**src/rtl/afg_pkg.sv**
```systemverilog
//============================================================================
// Module   : afg_pkg
// Brief    : Shared constants and types for the AFG PWM carrier/level path.
// Revision : 1.0 - initial release
//============================================================================
`default_nettype none

package afg_pkg;

  localparam int DATA_W         = 20;
  localparam int UNDERRUN_CNT_W = 16;

  typedef enum logic [1:0] {
    IDLE = 2'd0,
    RUN  = 2'd1,
    STOP = 2'd2
  } afg_state_e;

  function automatic logic [UNDERRUN_CNT_W-1:0] sat_inc(
    input logic [UNDERRUN_CNT_W-1:0] v
  );
    return (&v) ? v : v + 1'b1;
  endfunction

endpackage

`default_nettype wire

```
**src/rtl/pwm_ramp_gen_if.sv**
```systemverilog
//============================================================================
// Module   : pwm_ramp_gen_if
// Brief    : Valid/ready sample channel feeding the PWM level shadow buffer.
// Revision : 1.0 - initial release
//============================================================================
`default_nettype none

interface pwm_ramp_gen_if #(
  parameter int WIDTH = afg_pkg::DATA_W
);

  logic [WIDTH-1:0] sample;
  logic             sample_valid;
  logic             sample_ready;

  modport master (
    output sample,
    output sample_valid,
    input  sample_ready
  );

  modport slave (
    input  sample,
    input  sample_valid,
    output sample_ready
  );

endinterface

`default_nettype wire

```
**src/rtl/sample_shadow_buf.sv**
```systemverilog
//============================================================================
// Module   : sample_shadow_buf
// Brief    : One-entry holding register with load, transfer and full flag.
// Revision : 1.0 - initial release
//============================================================================
`default_nettype none

module sample_shadow_buf #(
  parameter int WIDTH = 20
) (
  input  wire logic             clk,
  input  wire logic             rst_n,
  input  wire logic             load_i,
  input  wire logic             transfer_i,
  input  wire logic [WIDTH-1:0] data_i,
  output logic      [WIDTH-1:0] data_o,
  output logic                  full_o
);

  logic [WIDTH-1:0] data_q;
  logic             full_q;

  // Load only happens when empty and transfer only when full, so the two
  // never collide on one clock.
  always_ff @(posedge clk or negedge rst_n) begin
    if (!rst_n) begin
      data_q <= '0;
      full_q <= 1'b0;
    end else if (load_i && !full_q) begin
      data_q <= data_i;
      full_q <= 1'b1;
    end else if (transfer_i && full_q) begin
      full_q <= 1'b0;
    end
  end

  assign data_o = data_q;
  assign full_o = full_q;

endmodule

`default_nettype wire

```
**src/rtl/pwm_ramp_gen.sv**
```systemverilog
//============================================================================
// Module   : pwm_ramp_gen
// Brief    : Prescaled sawtooth carrier plus wrap-synchronous level update
//            for the 20-bit PWM comparator. Optional saturating underrun
//            counter enabled by PWM_RAMP_UNDERRUN_CNT_EN.
// Revision : 1.0 - initial release
//============================================================================
`default_nettype none

module pwm_ramp_gen
  import afg_pkg::*;
#(
  parameter int WIDTH = DATA_W,
  parameter int PRE_W = 8
) (
  input  wire logic             clk,
  input  wire logic             rst_n,
  input  wire logic             enable_i,
  input  wire logic [WIDTH-1:0] period_i,
  input  wire logic [PRE_W-1:0] prescale_i,
  pwm_ramp_gen_if.slave         smp_if,
  output logic      [WIDTH-1:0] ramp_o,
  output logic      [WIDTH-1:0] level_o,
  output logic                  wrap_pulse_o,
  output logic                  running_o,
  output logic                  underrun_o
`ifdef PWM_RAMP_UNDERRUN_CNT_EN
  ,
  output logic [UNDERRUN_CNT_W-1:0] underrun_cnt_o
`endif
);

  afg_state_e       state_q;
  logic [PRE_W-1:0] pre_q, pre_d;
  logic [WIDTH-1:0] ramp_q, ramp_d;
  logic [WIDTH-1:0] period_q;
  logic [WIDTH-1:0] level_q;
  logic             wrap_q;
  logic             running_q;
  logic             underrun_q;

  logic             w_counting;
  logic             w_tick;
  logic             w_wrap;
  logic             w_accept;
  logic             w_transfer;
  logic             w_buf_full;
  logic [WIDTH-1:0] w_buf_data;

  assign w_counting = (state_q != IDLE);
  // >= keeps the tick alive if Prescale is lowered below the running count.
  assign w_tick     = w_counting && (pre_q >= prescale_i);
  assign w_wrap     = w_tick && (ramp_q == period_q);
  assign w_accept   = smp_if.sample_valid && !w_buf_full;
  assign w_transfer = w_wrap && w_buf_full;

  assign smp_if.sample_ready = ~w_buf_full;

  sample_shadow_buf #(
    .WIDTH (WIDTH)
  ) u_shadow (
    .clk        (clk),
    .rst_n      (rst_n),
    .load_i     (w_accept),
    .transfer_i (w_transfer),
    .data_i     (smp_if.sample),
    .data_o     (w_buf_data),
    .full_o     (w_buf_full)
  );

  always_comb begin
    pre_d  = pre_q;
    ramp_d = ramp_q;
    if (w_counting) begin
      pre_d = w_tick ? '0 : pre_q + 1'b1;
      if (w_tick) begin
        ramp_d = w_wrap ? '0 : ramp_q + 1'b1;
      end
    end
  end

  always_ff @(posedge clk or negedge rst_n) begin
    if (!rst_n) begin
      state_q    <= IDLE;
      pre_q      <= '0;
      ramp_q     <= '0;
      period_q   <= '0;
      level_q    <= '0;
      wrap_q     <= 1'b0;
      running_q  <= 1'b0;
      underrun_q <= 1'b0;
    end else begin
      pre_q  <= pre_d;
      ramp_q <= ramp_d;
      wrap_q <= w_wrap;
      if (w_wrap) begin
        period_q <= period_i;
      end
      if (w_transfer) begin
        level_q <= w_buf_data;
      end else if (w_wrap) begin
        underrun_q <= 1'b1;
      end

      case (state_q)
        IDLE: begin
          if (enable_i) begin
            state_q   <= RUN;
            running_q <= 1'b1;
            period_q  <= period_i;
            pre_q     <= '0;
          end
        end
        RUN: begin
          if (!enable_i) begin
            state_q <= STOP;
          end
        end
        STOP: begin
          if (enable_i) begin
            state_q <= RUN;
          end else if (w_wrap) begin
            state_q   <= IDLE;
            running_q <= 1'b0;
          end
        end
        default: begin
          state_q   <= IDLE;
          running_q <= 1'b0;
        end
      endcase
    end
  end

  assign ramp_o       = ramp_q;
  assign level_o      = level_q;
  assign wrap_pulse_o = wrap_q;
  assign running_o    = running_q;
  assign underrun_o   = underrun_q;

`ifdef PWM_RAMP_UNDERRUN_CNT_EN
  logic [UNDERRUN_CNT_W-1:0] ucnt_q;

  always_ff @(posedge clk or negedge rst_n) begin
    if (!rst_n) begin
      ucnt_q <= '0;
    end else if (w_wrap && !w_buf_full) begin
      ucnt_q <= sat_inc(ucnt_q);
    end
  end

  assign underrun_cnt_o = ucnt_q;
`endif

endmodule

`default_nettype wire

```
**src/flat_wrapper.sv**
```systemverilog
// flat-port wrapper written by rule: the top's interface ports become plain ports
module pwm_ramp_gen_flat import afg_pkg::*;
#(
  parameter int WIDTH = DATA_W,
  parameter int PRE_W = 8
)
  (clk, rst_n, enable_i, period_i, prescale_i, ramp_o, level_o, wrap_pulse_o, running_o, underrun_o, smp_if_sample, smp_if_sample_valid, smp_if_sample_ready);
  pwm_ramp_gen_if #(.WIDTH(WIDTH)) smp_if_i ();
  input  wire logic clk;
  input  wire logic rst_n;
  input  wire logic enable_i;
  input  wire logic [WIDTH-1:0] period_i;
  input  wire logic [PRE_W-1:0] prescale_i;
  output logic      [WIDTH-1:0] ramp_o;
  output logic      [WIDTH-1:0] level_o;
  output logic wrap_pulse_o;
  output logic running_o;
  output logic underrun_o;
  input wire logic [$bits(smp_if_i.sample)-1:0] smp_if_sample;
  input wire logic [$bits(smp_if_i.sample_valid)-1:0] smp_if_sample_valid;
  output wire logic [$bits(smp_if_i.sample_ready)-1:0] smp_if_sample_ready;
  assign smp_if_i.sample = smp_if_sample;
  assign smp_if_i.sample_valid = smp_if_sample_valid;
  assign smp_if_sample_ready = smp_if_i.sample_ready;
  pwm_ramp_gen #(.WIDTH(WIDTH), .PRE_W(PRE_W)) u_core (.clk(clk), .rst_n(rst_n), .enable_i(enable_i), .period_i(period_i), .prescale_i(prescale_i), .smp_if(smp_if_i), .ramp_o(ramp_o), .level_o(level_o), .wrap_pulse_o(wrap_pulse_o), .running_o(running_o), .underrun_o(underrun_o));
endmodule
```
**config.mk**
```make
export PLATFORM = sky130hd
export DESIGN_NAME = pwm_ramp_gen_flat
export DESIGN_NICKNAME = d
export VERILOG_FILES = /design/src/rtl/afg_pkg.sv /design/src/rtl/pwm_ramp_gen_if.sv /design/src/rtl/sample_shadow_buf.sv /design/src/rtl/pwm_ramp_gen.sv /design/src/flat_wrapper.sv
export SDC_FILE = /design/constraint.sdc
export NUM_CORES = 1
export LEC_CHECK = 0
export CAP_MARGIN = 40
export CORE_MARGIN = 2
export CORE_UTILIZATION = 51
export CTS_BUF_LIST = sky130_fd_sc_hd__clkbuf_16
export DETAILED_ROUTE_END_ITERATION = 10
export PLACE_DENSITY = 0.9
export SLEW_MARGIN = 10
export SYNTH_ARGS = -nofsm -noshare
export SYNTH_HDL_FRONTEND = slang
export SYNTH_HIERARCHICAL = 1
export SYNTH_SLANG_ARGS = --single-unit
export TNS_END_PERCENT = 100
```
**constraint.sdc**
```tcl
create_clock -name clk -period 3.3 [get_ports clk]
set_clock_uncertainty 0.05 [all_clocks]
set_input_delay 0.495 -clock clk [delete_from_list [all_inputs] [get_ports clk]]
set_output_delay 0.495 -clock clk [all_outputs]
set_load 0.02 [all_outputs]
```
==> results of run 1 <==
-- report_power, final --
part           internal (mW)  switching, mW  total (mW)  leakage (nW)
Sequential              1.34          0.156        1.50          1.22
Clock                  0.598          0.444        1.04         0.146
Combinational          0.392          0.239       0.631          1.47
Total                   2.33          0.840        3.17          2.83
-- area by class of cell --
cell class / instances / area, um^2 / share of cell area
sequential: 94 / 2352 / 0.3921
multi-input combinational: 235 / 2103 / 0.3506
clock inverter: 7 / 78.83 / 0.01314
clock buffer: 9 / 225.2 / 0.03754
timing repair buffer: 106 / 1060 / 0.1766
tap: 108 / 135.1 / 0.02252
inverter: 12 / 45.04 / 0.007508
-- sequential cells by signal, summed over array words and instances (netlist names) --
register / cells
u_core/state_q: 2
u_core/pre_q: 8
u_core/u_shadow/data_o: 20
u_core/period_q: 20
u_core/ramp_o: 20
u_core/u_shadow/full_o: 1
u_core/level_o: 20
u_core/underrun_o: 1
u_core/running_o: 1
u_core/wrap_pulse_o: 1
-- metal layers --
metal / share of wire / wire, um
met4: 0.022 / 216
met5: 0 / 0
met1: 0.42 / 4165
met2: 0.51 / 5135
met3: 0.050 / 500
-- final timing paths --
| path | depth (start not counted) | end | startpoint |
|---|---|---|---|
| worst max-delay path | 12 | u_core/level_o[18] | prescale_i[7] |
| worst min-delay path | 1 | u_core/period_q[11] | rst_n |
| worst max register to register | 10 | u_core/level_o[18] | u_core/pre_q[5] |
| worst min register to register | 1 | u_core/underrun_o | u_core/underrun_o |
| max in group asynchronous | 2 | u_core/level_o[9] | rst_n |
| min in group clk | 1 | u_core/underrun_o | u_core/underrun_o |
-- layout by cell type (no fill, tap or decap), drive strengths merged, types with 4 or more instances in the layout --
cell           instances
nand2                 17
nand4                 11
xnor2                  9
nor2                  28
and3                   5
clkdlybuf4s50         94
clkbuf                 9
nor3                   4
o21ai                 11
nand3                  6
mux2                  60
buf                   12
a21oi                  8
nor4                  11
xor2                  32
dfrtp                 94
ha                    10
inv                   16
-- stage by stage --
stage,utilization,worst slack (ns)
3_3_place_gp,0.6518,-0.2366
3_5_place_dp,0.6531,-0.08411
6_report,0.6879,0.2317
4_1_cts,0.6879,0.2422
2_1_floorplan,-,0.7618
5_1_grt,0.6879,0.07399
-- kinds of logic (layout without fill, tap and decap cells) --
family,count (synthesis),after routing
adders and majority gates,10,10
xor gates and xnor gates,41,41
muxes,60,60
and+or+nand+nor,95,95
AOI/OAI and AO/OA,29,29
buffers and inverters,25,134
DFF,94,94
==> results.json, run 1 <==
{
  "die_h_um": 98.95,
  "synth_top_area_frac": 0.5116,
  "crit_required_ns": 3.47,
  "cts.sinks": 94,
  "synthTopCellsByArea": "dfrtp_1, mux2_4, xor2_1",
  "finish.instance_area_um2": 6000,
  "tightest_slew_ns": 0.8072,
  "gp_congestion": 0.8420,
  "clk_pin_slew_ns": 0.07,
  "wire_per_inst_um": 17.54,
  "min_period_ns": 3.068,
  "cts_setup_buffers": 0,
  "syn_inst": 354,
  "synthMuxAreaShare": 0.1959,
  "cts_tree": "done",
  "busiest_layer": "met2",
  "yosys-top-cells-count": "dfrtp_1, mux2_4, xor2_1",
  "ys.flop_type": "dfrtp_1",
  "via_count": 3101,
  "fin_cells": 571,
  "clk_path_buf_depth": 2,
  "htreeDepth": 3,
  "n_antenna_cell": 0,
  "synth-simple-area-share": 0.1135,
  "nNetsFinal": 520,
  "remaining_drc_errors": 0,
  "dr.first_iter.drc_count": 238,
  "syn_nets": 416,
  "core-area_um2": 8721,
  "yosysMostFrequentCell": "dfrtp_1",
  "netlist_area_um2": 4598,
  "ys_seq_elements": 94,
  "grt_pass1_wl_mm": 16.73,
  "maxSlewHeadroom": 0.4608,
  "ctsResizeCount": 0,
  "criticalPathCategory": "input pin to register",
  "cp_max_fo": 20,
  "finalSetupViolations": 0,
  "yosys.area.top_type": "dfrtp_1",
  "firstDrtPassIters": 4,
  "synthDistinctLibCells": 40,
  "dp_cells": 555,
  "hold_viol_final": 0,
  "fp.dieArea_um2": 9791,
  "gr-usage-all-layers": 0.2179,
  "synth_xor_xnor_area_share": 0.07810,
  "synth-async-reset-ratio": 1.000,
  "ir_drop_uv": 369.9,
  "ant_nets": 0,
  "wl_mm": 10.02,
  "hold_class": "input pin to asynchronous set/reset pin",
  "met1_usage": 0.2843,
  "start_util": 0.5273,
  "yosys_warnings": 6,
  "drive_gt1_frac": 0.2073,
  "holdWs_ns": 0.1062,
  "rows": 34,
  "cpPeakStageDelay_ns": 0.68,
  "die_x_um": 98.95,
  "grt-ovfl-total": 0,
  "yosys.area_share.adder": 0.02721,
  "p_leak_nw": 2.829,
  "cp.arrival_ns": 3.24,
  "fill_cells": 593,
  "grt_max_degree": 49,
  "setup_tns_ns": 0,
  "cts-root-buf": "clkbuf_16",
  "syn_to_final_growth_pct": 30.48,
  "grt_antenna_before_repair": 0,
  "fmax_mhz": 325.9,
  "timing.final.crit_share": 0.9298,
  "cts_made_buffers": 9,
  "startpoint_type": "input pin",
  "worst_path_dominant_cell_family": "buffers and inverters",
  "insertion_delay_ns": 0.33,
  "routed_via_density": 5.431,
  "rsz0062_at_grt": "false",
  "status": "complete, no violations",
  "path_cells": "clkdlybuf4s50_1 -> inv_1 -> ha_1 -> nand2_1 -> o21ai_0 -> buf_4 -> a31oi_4 -> nor4_4 -> buf_6 -> nand2_2 -> buf_12 -> mux2_4",
  "max_cap_violations": 0,
  "finalMaxSlewViolations": 0,
  "powerDensity_nw_per_um2": 528.2,
  "hpwl_mm": 7.129,
  "place_area_um2": 5695,
  "worst_setup_path_end_kind": "register",
  "grt_use_met3": 0.03191,
  "crit_slowest_cell": "nor4_4",
  "path_buf_inv": 5,
  "grt_pass1_vias": 3284,
  "grt_use_met2": 0.3669,
  "synth_top_family_by_area": "multiplexers",
  "synth_compound_area_frac": 0.04272,
  "cts_hold_buf": 0,
  "seq_area_frac_synth": 0.5116,
  "r2r_slack_ns": 0.44,
  "finalPower_mw": 3.169,
  "io_pins": 96,
  "synth_area_per_cell_um2": 12.99,
  "synth_edf_count": 0,
  "numPortBuffers": 95
}
Note: power is estimated with default switching activity, not from simulation.
==> inputs of run 2 (changes only) <==
Settings changed: HOLD_SLACK_MARGIN set to 0.08.
==> results of run 2 <==
Final layout, timing and power as in run 1 (identical DEF).
